`config.mk`:
```
export PLATFORM = sky130hd
export DESIGN_NAME = ace_rr_arbiter_flat
export DESIGN_NICKNAME = d
export VERILOG_FILES = /design/src/rtl/ace_rr_arbiter_pkg.sv /design/src/rtl/ace_rr_arbiter_if.sv /design/src/rtl/ace_rr_arbiter_rr_pick.sv /design/src/rtl/ace_rr_arbiter.sv /design/src/flat_wrapper.sv
export SDC_FILE = /design/constraint.sdc
export NUM_CORES = 1
export LEC_CHECK = 0
export ABC_AREA = 1
export BUFFER_PORTS_ARGS = -buffer_cell sky130_fd_sc_hd__buf_4
export CAP_MARGIN = 20
export CORE_AREA = 2 2 121 123
export CTS_CLUSTER_SIZE = 25
export DETAILED_ROUTE_END_ITERATION = 10
export DIE_AREA = 0 0 123 125
export GPL_ROUTABILITY_DRIVEN = 1
export MAX_ROUTING_LAYER = met4
export PLACE_DENSITY = 0.68
export SLEW_MARGIN = 20
export SYNTH_ARGS = -nofsm -noshare
export SYNTH_HDL_FRONTEND = slang
export SYNTH_SLANG_ARGS = --single-unit
```
`constraint.sdc`:
```
create_clock -name clk -period 3.4 [get_ports clk]
set_input_delay 0.34 -clock clk [delete_from_list [all_inputs] [get_ports clk]]
set_output_delay 0.34 -clock clk [all_outputs]
set_load 0.01 [all_outputs]
```
`src/rtl/ace_rr_arbiter_pkg.sv`:
```
// +------------------------------------------------------------------------+
// | ace_arb_pkg : shared types, widths and helpers for ace_rr_arbiter      |
// | rev 1.0                                                                |
// +------------------------------------------------------------------------+
`default_nettype none

package ace_arb_pkg;

  typedef enum logic [0:0] {
    IDLE = 1'b0,
    BUSY = 1'b1
  } arb_state_e;

  localparam int IDX_W = 5;
  localparam int CNT_W = 16;

  // Wraps at the real master count rather than at 2**IDX_W.
  function automatic logic [IDX_W-1:0] wrap_inc(input logic [IDX_W-1:0] idx, input int n);
    return (int'(idx) == n - 1) ? '0 : idx + 1'b1;
  endfunction

endpackage

`default_nettype wire

```
`src/rtl/ace_rr_arbiter_if.sv`:
```
// +------------------------------------------------------------------------+
// | ace_rr_arbiter_if : requester side and downstream address channel      |
// | rev 1.0                                                                |
// +------------------------------------------------------------------------+
`default_nettype none

interface ace_rr_arbiter_if
  import ace_arb_pkg::*;
#(
  parameter int NUM_MASTERS = 8,
  parameter int ADDR_W      = 32
);

  logic [NUM_MASTERS-1:0]        req;
  logic [NUM_MASTERS*ADDR_W-1:0] req_addr;
  logic [NUM_MASTERS-1:0]        gnt_ack;
  logic                          m_valid;
  logic [ADDR_W-1:0]             m_addr;
  logic [IDX_W-1:0]              m_id;
  logic                          m_ready;

  modport slave (
    input  req, req_addr, m_ready,
    output gnt_ack, m_valid, m_addr, m_id
  );

  modport master (
    output req, req_addr, m_ready,
    input  gnt_ack, m_valid, m_addr, m_id
  );

endinterface

`default_nettype wire

```
`src/rtl/ace_rr_arbiter_rr_pick.sv`:
```
// +------------------------------------------------------------------------+
// | rr_pick : combinational round-robin pick, lowest index at/after rr_ptr |
// | rev 1.0                                                                |
// +------------------------------------------------------------------------+
`default_nettype none

module rr_pick
  import ace_arb_pkg::*;
#(
  parameter int NUM_MASTERS = 8
) (
  input  logic [NUM_MASTERS-1:0] req,
  input  logic [IDX_W-1:0]       rr_ptr,
  output logic                   valid,
  output logic [IDX_W-1:0]       idx,
  output logic [NUM_MASTERS-1:0] onehot
);

  logic             hi_valid;
  logic             lo_valid;
  logic [IDX_W-1:0] hi_idx;
  logic [IDX_W-1:0] lo_idx;

  // Descending scan so the last hit is the lowest index.
  always_comb begin
    hi_valid = 1'b0;
    lo_valid = 1'b0;
    hi_idx   = '0;
    lo_idx   = '0;
    for (int i = NUM_MASTERS - 1; i >= 0; i--) begin
      if (req[i]) begin
        lo_valid = 1'b1;
        lo_idx   = IDX_W'(i);
        if (i >= int'(rr_ptr)) begin
          hi_valid = 1'b1;
          hi_idx   = IDX_W'(i);
        end
      end
    end
    valid = lo_valid;
    idx   = hi_valid ? hi_idx : lo_idx;
    for (int i = 0; i < NUM_MASTERS; i++) begin
      onehot[i] = lo_valid && (int'(idx) == i);
    end
  end

endmodule

`default_nettype wire

```
`src/rtl/ace_rr_arbiter.sv`:
```
// +------------------------------------------------------------------------+
// | ace_rr_arbiter : round-robin arbiter onto one ACE address channel      |
// | optional macro ACE_RR_ARB_STATS_EN adds per-master grant counters       |
// | rev 1.0                                                                |
// +------------------------------------------------------------------------+
`default_nettype none

module ace_rr_arbiter
  import ace_arb_pkg::*;
#(
  parameter int NUM_MASTERS = 8,
  parameter int ADDR_W      = 32
) (
  input  logic                         clk,
  input  logic                         rst,
  ace_rr_arbiter_if.slave              bus
`ifdef ACE_RR_ARB_STATS_EN
  ,
  output logic [NUM_MASTERS*CNT_W-1:0] grant_cnt
`endif
);

  arb_state_e             state;
  logic [IDX_W-1:0]       rr_ptr;
  logic [IDX_W-1:0]       m_id_q;
  logic [NUM_MASTERS-1:0] gnt_oh;
  logic                   m_valid_q;
  logic [ADDR_W-1:0]      m_addr_q;

  logic                   handshake;
  logic [NUM_MASTERS-1:0] pick_req;
  logic [IDX_W-1:0]       pick_ptr;
  logic                   pick_valid;
  logic [IDX_W-1:0]       pick_idx;
  logic [NUM_MASTERS-1:0] pick_oh;
  logic [ADDR_W-1:0]      pick_addr;

  assign handshake = (state == BUSY) && bus.m_ready && !rst;

  // In BUSY the picker already looks at the post-handshake pointer so the
  // next grant can load on the same edge with no idle bubble.
  always_comb begin
    if (state == BUSY) begin
      pick_req = bus.req & ~gnt_oh;
      pick_ptr = wrap_inc(m_id_q, NUM_MASTERS);
    end else begin
      pick_req = bus.req;
      pick_ptr = rr_ptr;
    end
  end

  rr_pick #(
    .NUM_MASTERS (NUM_MASTERS)
  ) u_pick (
    .req    (pick_req),
    .rr_ptr (pick_ptr),
    .valid  (pick_valid),
    .idx    (pick_idx),
    .onehot (pick_oh)
  );

  always_comb begin
    pick_addr = '0;
    for (int i = 0; i < NUM_MASTERS; i++) begin
      if (pick_oh[i]) begin
        pick_addr = pick_addr | bus.req_addr[i*ADDR_W +: ADDR_W];
      end
    end
  end

  always_ff @(posedge clk) begin
    if (rst) begin
      state     <= IDLE;
      rr_ptr    <= '0;
      gnt_oh    <= '0;
      m_valid_q <= 1'b0;
      m_addr_q  <= '0;
      m_id_q    <= '0;
    end else begin
      case (state)
        IDLE: begin
          if (pick_valid) begin
            gnt_oh    <= pick_oh;
            m_id_q    <= pick_idx;
            m_addr_q  <= pick_addr;
            m_valid_q <= 1'b1;
            state     <= BUSY;
          end
        end
        BUSY: begin
          if (bus.m_ready) begin
            rr_ptr <= pick_ptr;
            if (pick_valid) begin
              gnt_oh   <= pick_oh;
              m_id_q   <= pick_idx;
              m_addr_q <= pick_addr;
            end else begin
              gnt_oh    <= '0;
              m_valid_q <= 1'b0;
              state     <= IDLE;
            end
          end
        end
        default: state <= IDLE;
      endcase
    end
  end

  assign bus.gnt_ack = handshake ? gnt_oh : '0;
  assign bus.m_valid = m_valid_q;
  assign bus.m_addr  = m_addr_q;
  assign bus.m_id    = m_id_q;

`ifdef ACE_RR_ARB_STATS_EN
  generate
    for (genvar i = 0; i < NUM_MASTERS; i++) begin : g_stats
      logic [CNT_W-1:0] cnt;
      always_ff @(posedge clk) begin
        if (rst) begin
          cnt <= '0;
        end else if (handshake && gnt_oh[i] && (cnt != '1)) begin
          cnt <= cnt + 1'b1;
        end
      end
      assign grant_cnt[i*CNT_W +: CNT_W] = cnt;
    end
  endgenerate
`endif

endmodule

`default_nettype wire

```
`src/flat_wrapper.sv`:
```
// flat-port wrapper written by rule: the top's interface ports become plain ports
module ace_rr_arbiter_flat import ace_arb_pkg::*;
#(
  parameter int NUM_MASTERS = 8,
  parameter int ADDR_W      = 32
)
  (clk, rst, bus_req, bus_req_addr, bus_m_ready, bus_gnt_ack, bus_m_valid, bus_m_addr, bus_m_id);
  ace_rr_arbiter_if #(.NUM_MASTERS(NUM_MASTERS), .ADDR_W(ADDR_W)) bus_i ();
  input  logic clk;
  input  logic rst;
  input wire logic [$bits(bus_i.req)-1:0] bus_req;
  input wire logic [$bits(bus_i.req_addr)-1:0] bus_req_addr;
  input wire logic [$bits(bus_i.m_ready)-1:0] bus_m_ready;
  output wire logic [$bits(bus_i.gnt_ack)-1:0] bus_gnt_ack;
  output wire logic [$bits(bus_i.m_valid)-1:0] bus_m_valid;
  output wire logic [$bits(bus_i.m_addr)-1:0] bus_m_addr;
  output wire logic [$bits(bus_i.m_id)-1:0] bus_m_id;
  assign bus_i.req = bus_req;
  assign bus_i.req_addr = bus_req_addr;
  assign bus_i.m_ready = bus_m_ready;
  assign bus_gnt_ack = bus_i.gnt_ack;
  assign bus_m_valid = bus_i.m_valid;
  assign bus_m_addr = bus_i.m_addr;
  assign bus_m_id = bus_i.m_id;
  ace_rr_arbiter #(.NUM_MASTERS(NUM_MASTERS), .ADDR_W(ADDR_W)) u_core (.clk(clk), .rst(rst), .bus(bus_i));
endmodule
```
# Yosys cells after proc, flatten, opt, wreduce, memory -nomap -nowiden
# Cells that the tools add are included.
[totals]
mem_count = 0
register_bits = 52
mem_bits_ro = 0
inputBits = 267
out_inout_bits = 46
ram_bits = 0
word_cells = 129
latch_bits = 0
[op_classes]
order_cmp = 8
addsub = 1
eq_ne = 11
mul = 0
n_bitwise = 10
n_shift = 0
div = 0
n_reduce_logical = 15
n_mux = 78
[op_table]
columns = ["cell", "n"]
rows = [
  ["two-way mux 32 bit", 10],
  ["OR 32 bit", 7],
  ["two-way mux 5 bit", 26],
  ["one-hot mux 32 bit (2 select lines)", 1],
  ["two-way mux 8 bit", 5],
  ["two-way mux 1 bit", 29],
  ["equality test 5 x 4 -> 1 bit, second input constant", 5],
  [">= comparator 3 x 5 -> 1 bit, first input constant", 4],
  ["one-hot mux 8 bit (2 select lines)", 1],
  ["equality test 5 x 3 -> 1 bit, second input constant", 2],
  [">= comparator 1 x 5 -> 1 bit, first input constant", 2],
  [">= comparator 2 x 5 -> 1 bit, first input constant", 2],
  ["logical AND 1 bit", 10],
  ["one-hot mux 5 bit (2 select lines)", 1],
  ["two-way mux 3 bit", 3],
  ["bitwise AND 8 bit", 1],
  ["inverter 8 bit", 1],
  ["adder 5 x 1 -> 5 bit, second input constant", 1],
  ["equality test 5 x 2 -> 1 bit, second input constant", 1],
  ["zero test 5 bit", 1],
  ["inequality test 2 bit, second input constant", 2],
  ["one-hot mux 1 bit (2 select lines)", 2],
  ["AND reduction 2 bit", 2],
  ["AND reduction 3 bit", 1],
  ["3 further kinds", 3],
]

# Logic depth before layout (Yosys ltp)
# Gate-level depths: netlist (run 1).
[depth]
depth_word = 41
mapped_depth = 23
mapped_depth_nobuf = 23

# By module
# From an unflattened synthesis (run 1), not the netlist that was laid out.
[unflattened]
hier_cells = 828
hier_area_um2 = 4350.4
[by_module_without_submodules]
columns = ["mod", "n_inst", "seq_area_each_um2", "cells_each", "area_each_um2"]
rows = [
  ["ace_rr_arbiter", 1, 1041.0, 745, 3935.0],
  ["rr_pick", 1, 0.0, 83, 415.4],
]

# Worst setup path after synthesis (run 1)
# OpenSTA, ideal clock, no wires.
[synth_timing]
path_kind = "reg-to-reg"
start = "register u_core.m_id_q[0] (netlist: u_core.bus.m_id[0])"
end = "register u_core.m_addr_q[26] (netlist: u_core.bus.m_addr[26])"
setup_time_ns = 0.117
required_time_ns = 3.283
arrival_ns = 2.447
synth_period_minus_slack_ns = 2.564
stages_incl_launch_ff = 20
slack_ns = 0.836
path_buffers = 1
path_cell_list = "dfxtp_1 -> ha_1 -> ha_1 -> nor2_1 -> nand2_1 -> nand2_1 -> nand2_2 -> nand2_2 -> a21oi_2 -> nor2_4 -> nand3_1 -> nand2_4 -> inv_6 -> nand4_4 -> buf_2 -> nor2_1 -> nor2_1 -> nand3_1 -> nor2_1 -> nor2_1"
[synth_between]
elab_chain_cells = 41
elab_cells_between_ends = 79
classes_between = "add/sub: 1; order compare: 8; eq/ne: 8; mux: 46; bitwise: 7; reduce/logical: 9"
[synth_lines]
columns = ["element", "line", "text"]
rows = [
  ["start: declaration", "ace_rr_arbiter.sv:25", "logic [IDX_W-1:0] m_id_q;"],
  ["start signal: assignment", "ace_rr_arbiter.sv:84", "m_id_q <= pick_idx;"],
  ["start signal: assignment", "ace_rr_arbiter.sv:95", "m_id_q <= pick_idx;"],
  ["adder 5 x 1 -> 5 bit or equality test 5 x 4 -> 1 bit (tied branches)", "ace_rr_arbiter_pkg.sv:19", "return (int'(idx) == n - 1) ? '0 : idx + 1'b1;"],
  ["two-way mux 5 bit (*)", "ace_rr_arbiter_pkg.sv:19", ""],
  ["two-way mux 5 bit (*)", "ace_rr_arbiter.sv:43", "if (state == BUSY) begin"],
  [">= comparator 3 x 5 -> 1 bit", "ace_rr_arbiter_rr_pick.sv:34", "if (i >= int'(rr_ptr)) begin"],
  ["two-way mux 3 bit or two-way mux 1 bit (tied branches)", "ace_rr_arbiter_rr_pick.sv:34", ""],
  ["two-way mux 3 bit or two-way mux 1 bit (tied branches)", "ace_rr_arbiter_rr_pick.sv:31", "if (req[i]) begin"],
  ["two-way mux 5 bit or two-way mux 1 bit (tied branches)", "ace_rr_arbiter_rr_pick.sv:34", ""],
  ["two-way mux 5 bit or two-way mux 1 bit (tied branches)", "ace_rr_arbiter_rr_pick.sv:31", ""],
  ["[... 25 more ...]", "--", ""],
  ["two-way mux 32 bit", "ace_rr_arbiter.sv:65", "if (pick_oh[i]) begin"],
  ["OR 32 bit", "ace_rr_arbiter.sv:66", "pick_addr = pick_addr | bus.req_addr[i*ADDR_W +: ADDR_W];"],
  ["two-way mux 32 bit", "ace_rr_arbiter.sv:65", ""],
  ["OR 32 bit", "ace_rr_arbiter.sv:66", ""],
  ["two-way mux 32 bit (*)", "ace_rr_arbiter.sv:65", ""],
  ["two-way mux 32 bit (*)", "ace_rr_arbiter.sv:82, ace_rr_arbiter.sv:93", ""],
  ["two-way mux 32 bit", "ace_rr_arbiter.sv:91", "if (bus.m_ready) begin"],
  ["one-hot mux 32 bit (2 select lines) (*)", "ace_rr_arbiter.sv:80", "case (state)"],
  ["end signal: assignment", "ace_rr_arbiter.sv:85", "m_addr_q <= pick_addr;"],
  ["end signal: assignment", "ace_rr_arbiter.sv:96", "m_addr_q <= pick_addr;"],
  ["end: declaration", "ace_rr_arbiter.sv:28", "logic [ADDR_W-1:0] m_addr_q;"],
]
# Every way passes the cells marked *; elsewhere a longest branch is shown, timed or not. The select of a mux whose other input is x is not followed.
# A chain may end at the register's enable or synchronous reset.

# Final worst setup path (run 1)
[layout_timing]
start = "register u_core.m_id_q[0] (netlist: u_core.bus.m_id[0])"
end = "register u_core.m_addr_q[11] (netlist: u_core.bus.m_addr[11])"
# Same word-level chain as after synthesis.

==> qor.yml, run 1 <==
die-area_mm2: 0.0154
drtAntennaViolNets: 0
synth_area_leader_cell: "sky130_fd_sc_hd__dfxtp_1"
report.final.slew_viol_count: 0
final_layout_setup_total_negative_slack_ns: 0
finalWirelength_um: 22100
drt_iter0_markers: 488
drive_above_1_share_pct: 32.0
global_route.overflow_total: 0
finalWeightedCongestion: 0.944
detailed_place_hpwl_um: 17100
r2r_cells: 18
yosysWarningCount: 0
clock_tree_sinks: 50
max_capacitance_violation_count: 0
via_count_of_the_first_global_routing_pass: 6397
timing.final.setup_violations: 0
boundaryPins: 313
placed_area_mm2: 0.00729
sequential_cell_area_fraction_in_the_yosys_report_pct: 20.5
final_net_count: 1430
critical-path-top-delay-family: "simple AND/OR/NAND/NOR gates"
cp_slowest_stage_delay_ns: 0.39
most_common_cell_after_layout_fill_and_taps_aside: "sky130_fd_sc_hd__buf_4"
cp_cell_sequence: "ha_1, ha_1, inv_1, nand3_1, nand2_1, nor2_2, nand2_1, a21oi_4, nor2_4, nand3_1, nand2_4, inv_6, nand3_4, nor2_4, nand2_1, nand3_1, nor2_1, nor2_1"
slowest_stage: "sky130_fd_sc_hd__dfxtp_1"
outcome: "complete, no violations"
postSynthAreaPerCell_um2: 5.57
hold_viol_final: 0
synthCells: 877
finalClockSkew_ns: 0.00783
clkSlewWorstSetupHoldPaths_ns: 0.07
rows: 44
post-route-drc-count: 0
final_period_minus_worst_setup_slack_ns: 3.15
r2r-end: "u_core.bus.m_addr[11]"
critical_path.reg2reg.startpoint: "u_core.bus.m_id[0]"
yosys.area.top_type_share_pct: 20.5
critical_path_required_ns: 3.64
drt_first_pass_iters: 5
start_util_pct: 34.4
async_set_or_reset_flop_fraction_in_the_synthesized_netlist_pct: 0
crit_path_max_fo: 32
fp.dieW_um: 123
num_vias: 6760
crit_end: "u_core.bus.m_addr[11]"
design_area_mm2: 0.00749
count_of_non_filler_cells_in_the_finished_layout: 1346
post-layout-total-power_uw: 3260
rsz0062_at_grt: "false"
critical_path.endpoint_type: "register"
root_buffer: "sky130_fd_sc_hd__clkbuf_16"
finalCritPeriodShare_pct: 92.5
grt_max_degree: 57
worst_hold_class: "primary input to register"
ir_drop_v: 0.000227
most_frequent_cells_in_the_layout: "sky130_fd_sc_hd__buf_4 (329), sky130_fd_sc_hd__nor2_1 (177), sky130_fd_sc_hd__nand2_1 (168)"
diodes: 0
numCtsBuffers: 5
crit_start: "u_core.bus.m_id[0]"
chipHeight_um: 125
max-slew-margin-rel_pct: 59.4
worstSetupStartpointType: "register"
achievable-frequency_ghz: 0.318
synthToLayoutAreaGrowth_pct: 53.3
route.detailed.vias_per_inst: 5.02
worstPathBufferInverterCount: 2
numPortBuffers: 310
groute.usage.overall_pct: 28.9
worstSetupPathDepth: 18
dp_cells: 1336
clock_tree.htree_level_count: 2
cts_tree: "built"
power.density_mw_per_mm2: 435
core_area_mm2: 0.0142
synth-edff-count: 0
yosys_register_bits: 50
yosys_most_used_dff: "sky130_fd_sc_hd__dfxtp_1"
number_of_buffers_inserted_for_hold_repair_after_clock_tree_synthesis: 0
static-leakage-power_uw: 0.00403
clk_latency_ns: 0.30
post_synth_main_area_contributors: "sky130_fd_sc_hd__dfxtp_1 (20%), sky130_fd_sc_hd__nor2_1 (14%), sky130_fd_sc_hd__nand2_1 (13%)"
yosys.cell_types.count: 36
grt_antenna_before_repair: 0
r2r_slack_ns: 0.25
first_pass_grt_wire_length_um: 33900
cp_data_arrival_time_ns: 3.38
avgRoutedWirePerCell_um: 16.4
minimum_hold_slack_ns: 0.245
max_slew.worst_pin.slew_ns: 0.608
post_synth_instance_area_mm2: 0.00489
clock_tree.buffer_depth: 2
nFillCells: 1544
criticalPathCategory: "register to register"
logic make-up (layout without fill, tap and decap cells):
kind of cell | after synthesis | after routing | share of synthesized area [%]
simple gates | 543 | 543 | 51.9
buf+inv | 187 | 471 | 16.6
compound gates | 94 | 94 | 10.5
flops | 50 | 50 | 20.5
fa+ha+maj | 2 | 2 | 0.512
other cells | 1 | 2 | 0.0767
registers in the layout, indices dropped and copies added (netlist names):
register	flops
u_core.bus.m_id	3
u_core.gnt_oh	8
u_core.state	1
u_core.rr_ptr	5
u_core.bus.m_valid	1
u_core.bus.m_addr	32
worst register-to-register path: cells and delay by family (launching register included):
kind	cells	cell delay, ns
DFF	1	0.39
buffers and inverters	2	0.31
and+or+nand+nor	13	1.84
AOI/OAI and AO/OA	1	0.19
adders and majority gates	2	0.37
synth_stat cells (2+ instances only):
cell type,instances
sky130_fd_sc_hd__a21oi_1,34
sky130_fd_sc_hd__a21oi_2,2
sky130_fd_sc_hd__and3_1,6
sky130_fd_sc_hd__buf_1,5
sky130_fd_sc_hd__buf_2,18
sky130_fd_sc_hd__buf_4,13
sky130_fd_sc_hd__buf_6,4
sky130_fd_sc_hd__clkbuf_1,14
sky130_fd_sc_hd__dfxtp_1,50
sky130_fd_sc_hd__ha_1,2
sky130_fd_sc_hd__inv_1,128
sky130_fd_sc_hd__inv_2,2
sky130_fd_sc_hd__nand2_1,168
sky130_fd_sc_hd__nand2_2,4
sky130_fd_sc_hd__nand2_4,4
sky130_fd_sc_hd__nand3_1,74
sky130_fd_sc_hd__nand3_4,3
sky130_fd_sc_hd__nand4_1,86
sky130_fd_sc_hd__nand4_4,2
sky130_fd_sc_hd__nor2_1,179
sky130_fd_sc_hd__nor2_2,3
sky130_fd_sc_hd__nor2_4,3
sky130_fd_sc_hd__nor3_1,8
sky130_fd_sc_hd__o21ai_0,48
sky130_fd_sc_hd__o21ai_1,2
sky130_fd_sc_hd__o21ai_2,5
power breakdown:
part | leakage [µW] | switching [µW] | internal (µW) | total, µW
clock | 0.0000781 | 238 | 349 | 587
sequential | 0.000415 | 69.9 | 701 | 771
combinational | 0.00354 | 1150 | 753 | 1910
worst min path at each step:
stage | from | to | slack (ns) | cells past startpoint
final | rst | u_core.bus.m_valid | 0.25 | 2
after global routing | rst | u_core.bus.m_valid | 0.24 | 2
after CTS | rst | u_core.bus.m_valid | 0.24 | 2
after detailed placement | u_core.rr_ptr[4] | u_core.rr_ptr[4] | 0.44 | 2
after global placement | u_core.rr_ptr[4] | u_core.rr_ptr[4] | 0.44 | 2
after floorplan | rst | u_core.bus.m_valid | 0.41 | 1
layout make-up:
class                           count  area [µm²]  share of cell area, %
Clock buffer                        7         133                   1.77
Clock inverter                      1        30.0                  0.401
Inverter                          133         513                   6.84
Multi-Input combinational cell    641        3100                   41.3
Sequential cell                    50        1000                   13.4
Tap cell                          184         230                   3.07
Timing Repair Buffer              330        2490                   33.2
through the flow:
stage	util, %	setup slack [ns]
after floorplan	-	0.836
after global placement	51.3	0.303
after detailed placement	51.3	0.220
after CTS	52.5	0.197
after global routing	52.8	0.0104
final	52.8	0.254
layer usage:
metal / up-vias / GRT usage [%] / share of wire [%]
met5: - / - / 0
met2: 321 / 48.1 / 49
met1: 3007 / 36.6 / 41
met3: 33 / 4.15 / 7.7
met4: 0 / 7.35 / 2.4
li1: 3399 / - / -
repair_timing:
| item | CTS | global route |
|---|---|---|
| setup buffers | 0 | 2 |
| setup endpoints to repair | 0 | 19 |
| resized for setup | 0 | 4 |
Power figures use the tool's default switching activity.
==> run 2, diff against run 1 <==
--- a/config.mk
+++ b/config.mk
@@ -8,13 +8,13 @@
 export ABC_AREA = 1
 export BUFFER_PORTS_ARGS = -buffer_cell sky130_fd_sc_hd__buf_4
 export CAP_MARGIN = 20
-export CORE_AREA = 2 2 121 123
+export CORE_AREA = 2 2 122 124
 export CTS_CLUSTER_SIZE = 25
 export DETAILED_ROUTE_END_ITERATION = 10
-export DIE_AREA = 0 0 123 125
+export DIE_AREA = 0 0 124 126
 export GPL_ROUTABILITY_DRIVEN = 1
 export MAX_ROUTING_LAYER = met4
-export PLACE_DENSITY = 0.68
+export PLACE_DENSITY = 0.67
 export SLEW_MARGIN = 20
 export SYNTH_ARGS = -nofsm -noshare
 export SYNTH_HDL_FRONTEND = slang
==> run 2 against run 1 <==
Compared with the run above: clock skew fell by 0.0026 ns; cell count shrank 0.30%; routed wire length increased by 0.26%; core utilization shrank 0.62 points; die area is 1.6% higher; global-route usage down 0.39 points; cell area decreased by 0.42%; non-clock buffer count shrank 3; first-iteration DRC count up 12%.
==> qor.yml, run 2 (same netlist as run 1, synthesis figures left out) <==
relative_contribution_of_sequential_cells_to_total_power_pct: 24.0  # +0.4 points
first_pass_grt_wire_length_um: 33800  # -0.35%
crit_path_max_fo: 26  # -19%
drt_iter0_markers: 547  # +12%
nFillCells: 1560  # +1.0%
synthToLayoutAreaGrowth_pct: 52.7
post-route-drc-count: 0  # unchanged
max_slew.worst_pin.slew_ns: 0.700  # +0.0920 ns
critical_path_required_ns: 3.64  # about the same
clk_latency_ns: 0.29  # about the same
rows: 44  # unchanged
die-area_mm2: 0.0156  # +1.6%
power_frac_comb_pct: 60.2  # +1.8 points
final-seq-area_mm2: 0.00100  # unchanged
grt_antenna_before_repair: 0  # unchanged
cp_cell_sequence: "ha_1, ha_1, nor2_1, nand2_1, nand2_1, nand2_2, nand2_2, a21oi_2, nor2_4, nand2_4, inv_4, buf_4, nand3_4, nor2_1, nor2_1, nand3_1, nor2_1, nor2_1"
finalCoreUtilization_pct: 52.1  # -0.62 points
num_vias: 6737  # -0.34%
detailed_place_hpwl_um: 17000  # -0.80%
core_area_mm2: 0.0143  # +0.78%
flip_flop_count_of_the_largest_register_all_copies_and_words_added: 32  # unchanged
critical_path.endpoint_type: "register"
drt_first_pass_iters: 5  # unchanged
fp.dieW_um: 124  # +0.81%
numPortBuffers: 310  # unchanged
achievable-frequency_ghz: 0.320  # +0.67%
avgRoutedWirePerCell_um: 16.5  # +0.56%
ir_drop_v: 0.000231  # +2.0%
global_route.overflow_total: 0  # unchanged
route.detailed.vias_per_inst: 5.02  # about the same
most_frequent_cells_in_the_layout: "sky130_fd_sc_hd__buf_4 (323), sky130_fd_sc_hd__nor2_1 (177), sky130_fd_sc_hd__nand2_1 (168)"
clock_tree.htree_level_count: 2  # unchanged
cp_data_arrival_time_ns: 3.36  # -0.02 ns
post-layout-total-power_uw: 3190  # -2.2%
finalWirelength_um: 22100  # +0.26%
groute.usage.overall_pct: 28.5  # -0.39 points
clock_tree_sinks: 50  # unchanged
finalCritPeriodShare_pct: 91.9  # -0.61 points
slowest_stage: "sky130_fd_sc_hd__dfxtp_1"
final_net_count: 1427  # -0.21%
via_count_of_the_first_global_routing_pass: 6342  # -0.86%
switching_share_of_total_power_pct: 46.2  # +1.4 points
worstSetupStartpointType: "register"
count_of_non_filler_cells_in_the_finished_layout: 1342  # -0.30%
number_of_buffers_inserted_for_hold_repair_after_clock_tree_synthesis: 0  # unchanged
hold_viol_final: 0  # unchanged
start_util_pct: 34.2  # -0.26 points
power.share.clock_pct: 15.7  # -2.3 points
static-leakage-power_uw: 0.00401  # -0.48%
chipHeight_um: 126  # +0.80%
final_period_minus_worst_setup_slack_ns: 3.13  # -0.0208 ns
minimum_hold_slack_ns: 0.246  # +0.000827 ns
multiInputGateArea_mm2: 0.00310  # +0.20%
clock_tree.buffer_depth: 2  # unchanged
boundaryPins: 313  # unchanged
worst_hold_class: "primary input to register"
criticalPathCategory: "register to register"
drive_above_1_share_pct: 32.1  # +0.11 points
most_common_cell_after_layout_fill_and_taps_aside: "sky130_fd_sc_hd__buf_4"
clkSlewWorstSetupHoldPaths_ns: 0.07  # about the same
max-slew-margin-rel_pct: 53.3  # -6.1 points
max_capacitance_violation_count: 0  # unchanged
grt_max_degree: 57  # unchanged
finalWeightedCongestion: 0.967  # +2.4%
cp_slowest_stage_delay_ns: 0.35  # -0.04 ns
timing.final.setup_violations: 0  # unchanged
root_buffer: "sky130_fd_sc_hd__clkbuf_16"
dp_cells: 1332  # -0.30%
power.density_mw_per_mm2: 428  # -1.7%
numCtsBuffers: 5  # unchanged
internal_power_uw: 1720  # -4.7%
outcome: "complete, no violations"
finalClockSkew_ns: 0.00526  # -0.00257 ns
report.final.slew_viol_count: 0  # unchanged
cts_tree: "built"
drtAntennaViolNets: 0  # unchanged
power.net_switching_uw: 1470  # +1.0%
diodes: 0  # unchanged
final_layout_setup_total_negative_slack_ns: 0  # unchanged
cpMostUsedCell: "sky130_fd_sc_hd__nor2_1"
-- run 2: critical path, delay by kind of cell (launching register included) --
family	cells	cell delay (ns)
and+or+nand+nor	13	1.65
buffers and inverters	2	0.56
adders and majority gates	2	0.42
DFF	1	0.35
AOI/OAI and AO/OA	1	0.07
-- run 2: power by group through the flow --
stage                     sequential [µW]  combinational [µW]  clock [µW]
after floorplan                       812                1120           0
after global placement                777                1860           0
after detailed placement              776                1860           0
after CTS                             768                1870         512
after global routing                  784                2100         541
final                                 768                1920         503
-- run 2: metal layers --
metal  vias up  GRT usage (%)  part of all wire (%)
met5         -              -                     0
met4         0           7.27                   1.9
met3        29           3.99                   6.5
met2       292           45.5                    48
met1      3030           37.9                    44
li1       3386              -                     -
-- run 2: layout make-up --
| class | instances | area share (%) |
|---|---|---|
| Clock buffer | 5 | 1.68 |
| Tap cell | 184 | 3.08 |
| Sequential cell | 50 | 13.4 |
| Inverter | 133 | 6.82 |
| Clock inverter | 2 | 0.201 |
| Timing Repair Buffer | 327 | 33.2 |
| Multi-Input combinational cell | 641 | 41.6 |
-- run 2: stage by stage --
stage / setup slack (ns) / cell area (µm²)
6_report: 0.274 / 7460
5_1_grt: -0.00603 / 7460
4_1_cts: 0.110 / 7400
3_5_place_dp: 0.138 / 7260
3_3_place_gp: 0.258 / 7260
2_1_floorplan: 0.836 / 4890
-- run 2: final timing paths --
kind	slack, ns	endpoint	from	depth (start not counted)
setup reg to reg	0.27	u_core.bus.m_addr[17]	u_core.bus.m_id[0]	18
hold reg to reg	0.45	u_core.rr_ptr[4]	u_core.rr_ptr[4]	2
hold / removal	0.25	u_core.rr_ptr[2]	rst	2
setup / recovery	0.27	u_core.bus.m_addr[17]	u_core.bus.m_id[0]	18
-- run 2: timing repair --
item	4_1_cts	5_1_grt
gates resized for setup	0	9
endpoints found under the setup margin	0	32
buffers inserted	0	3
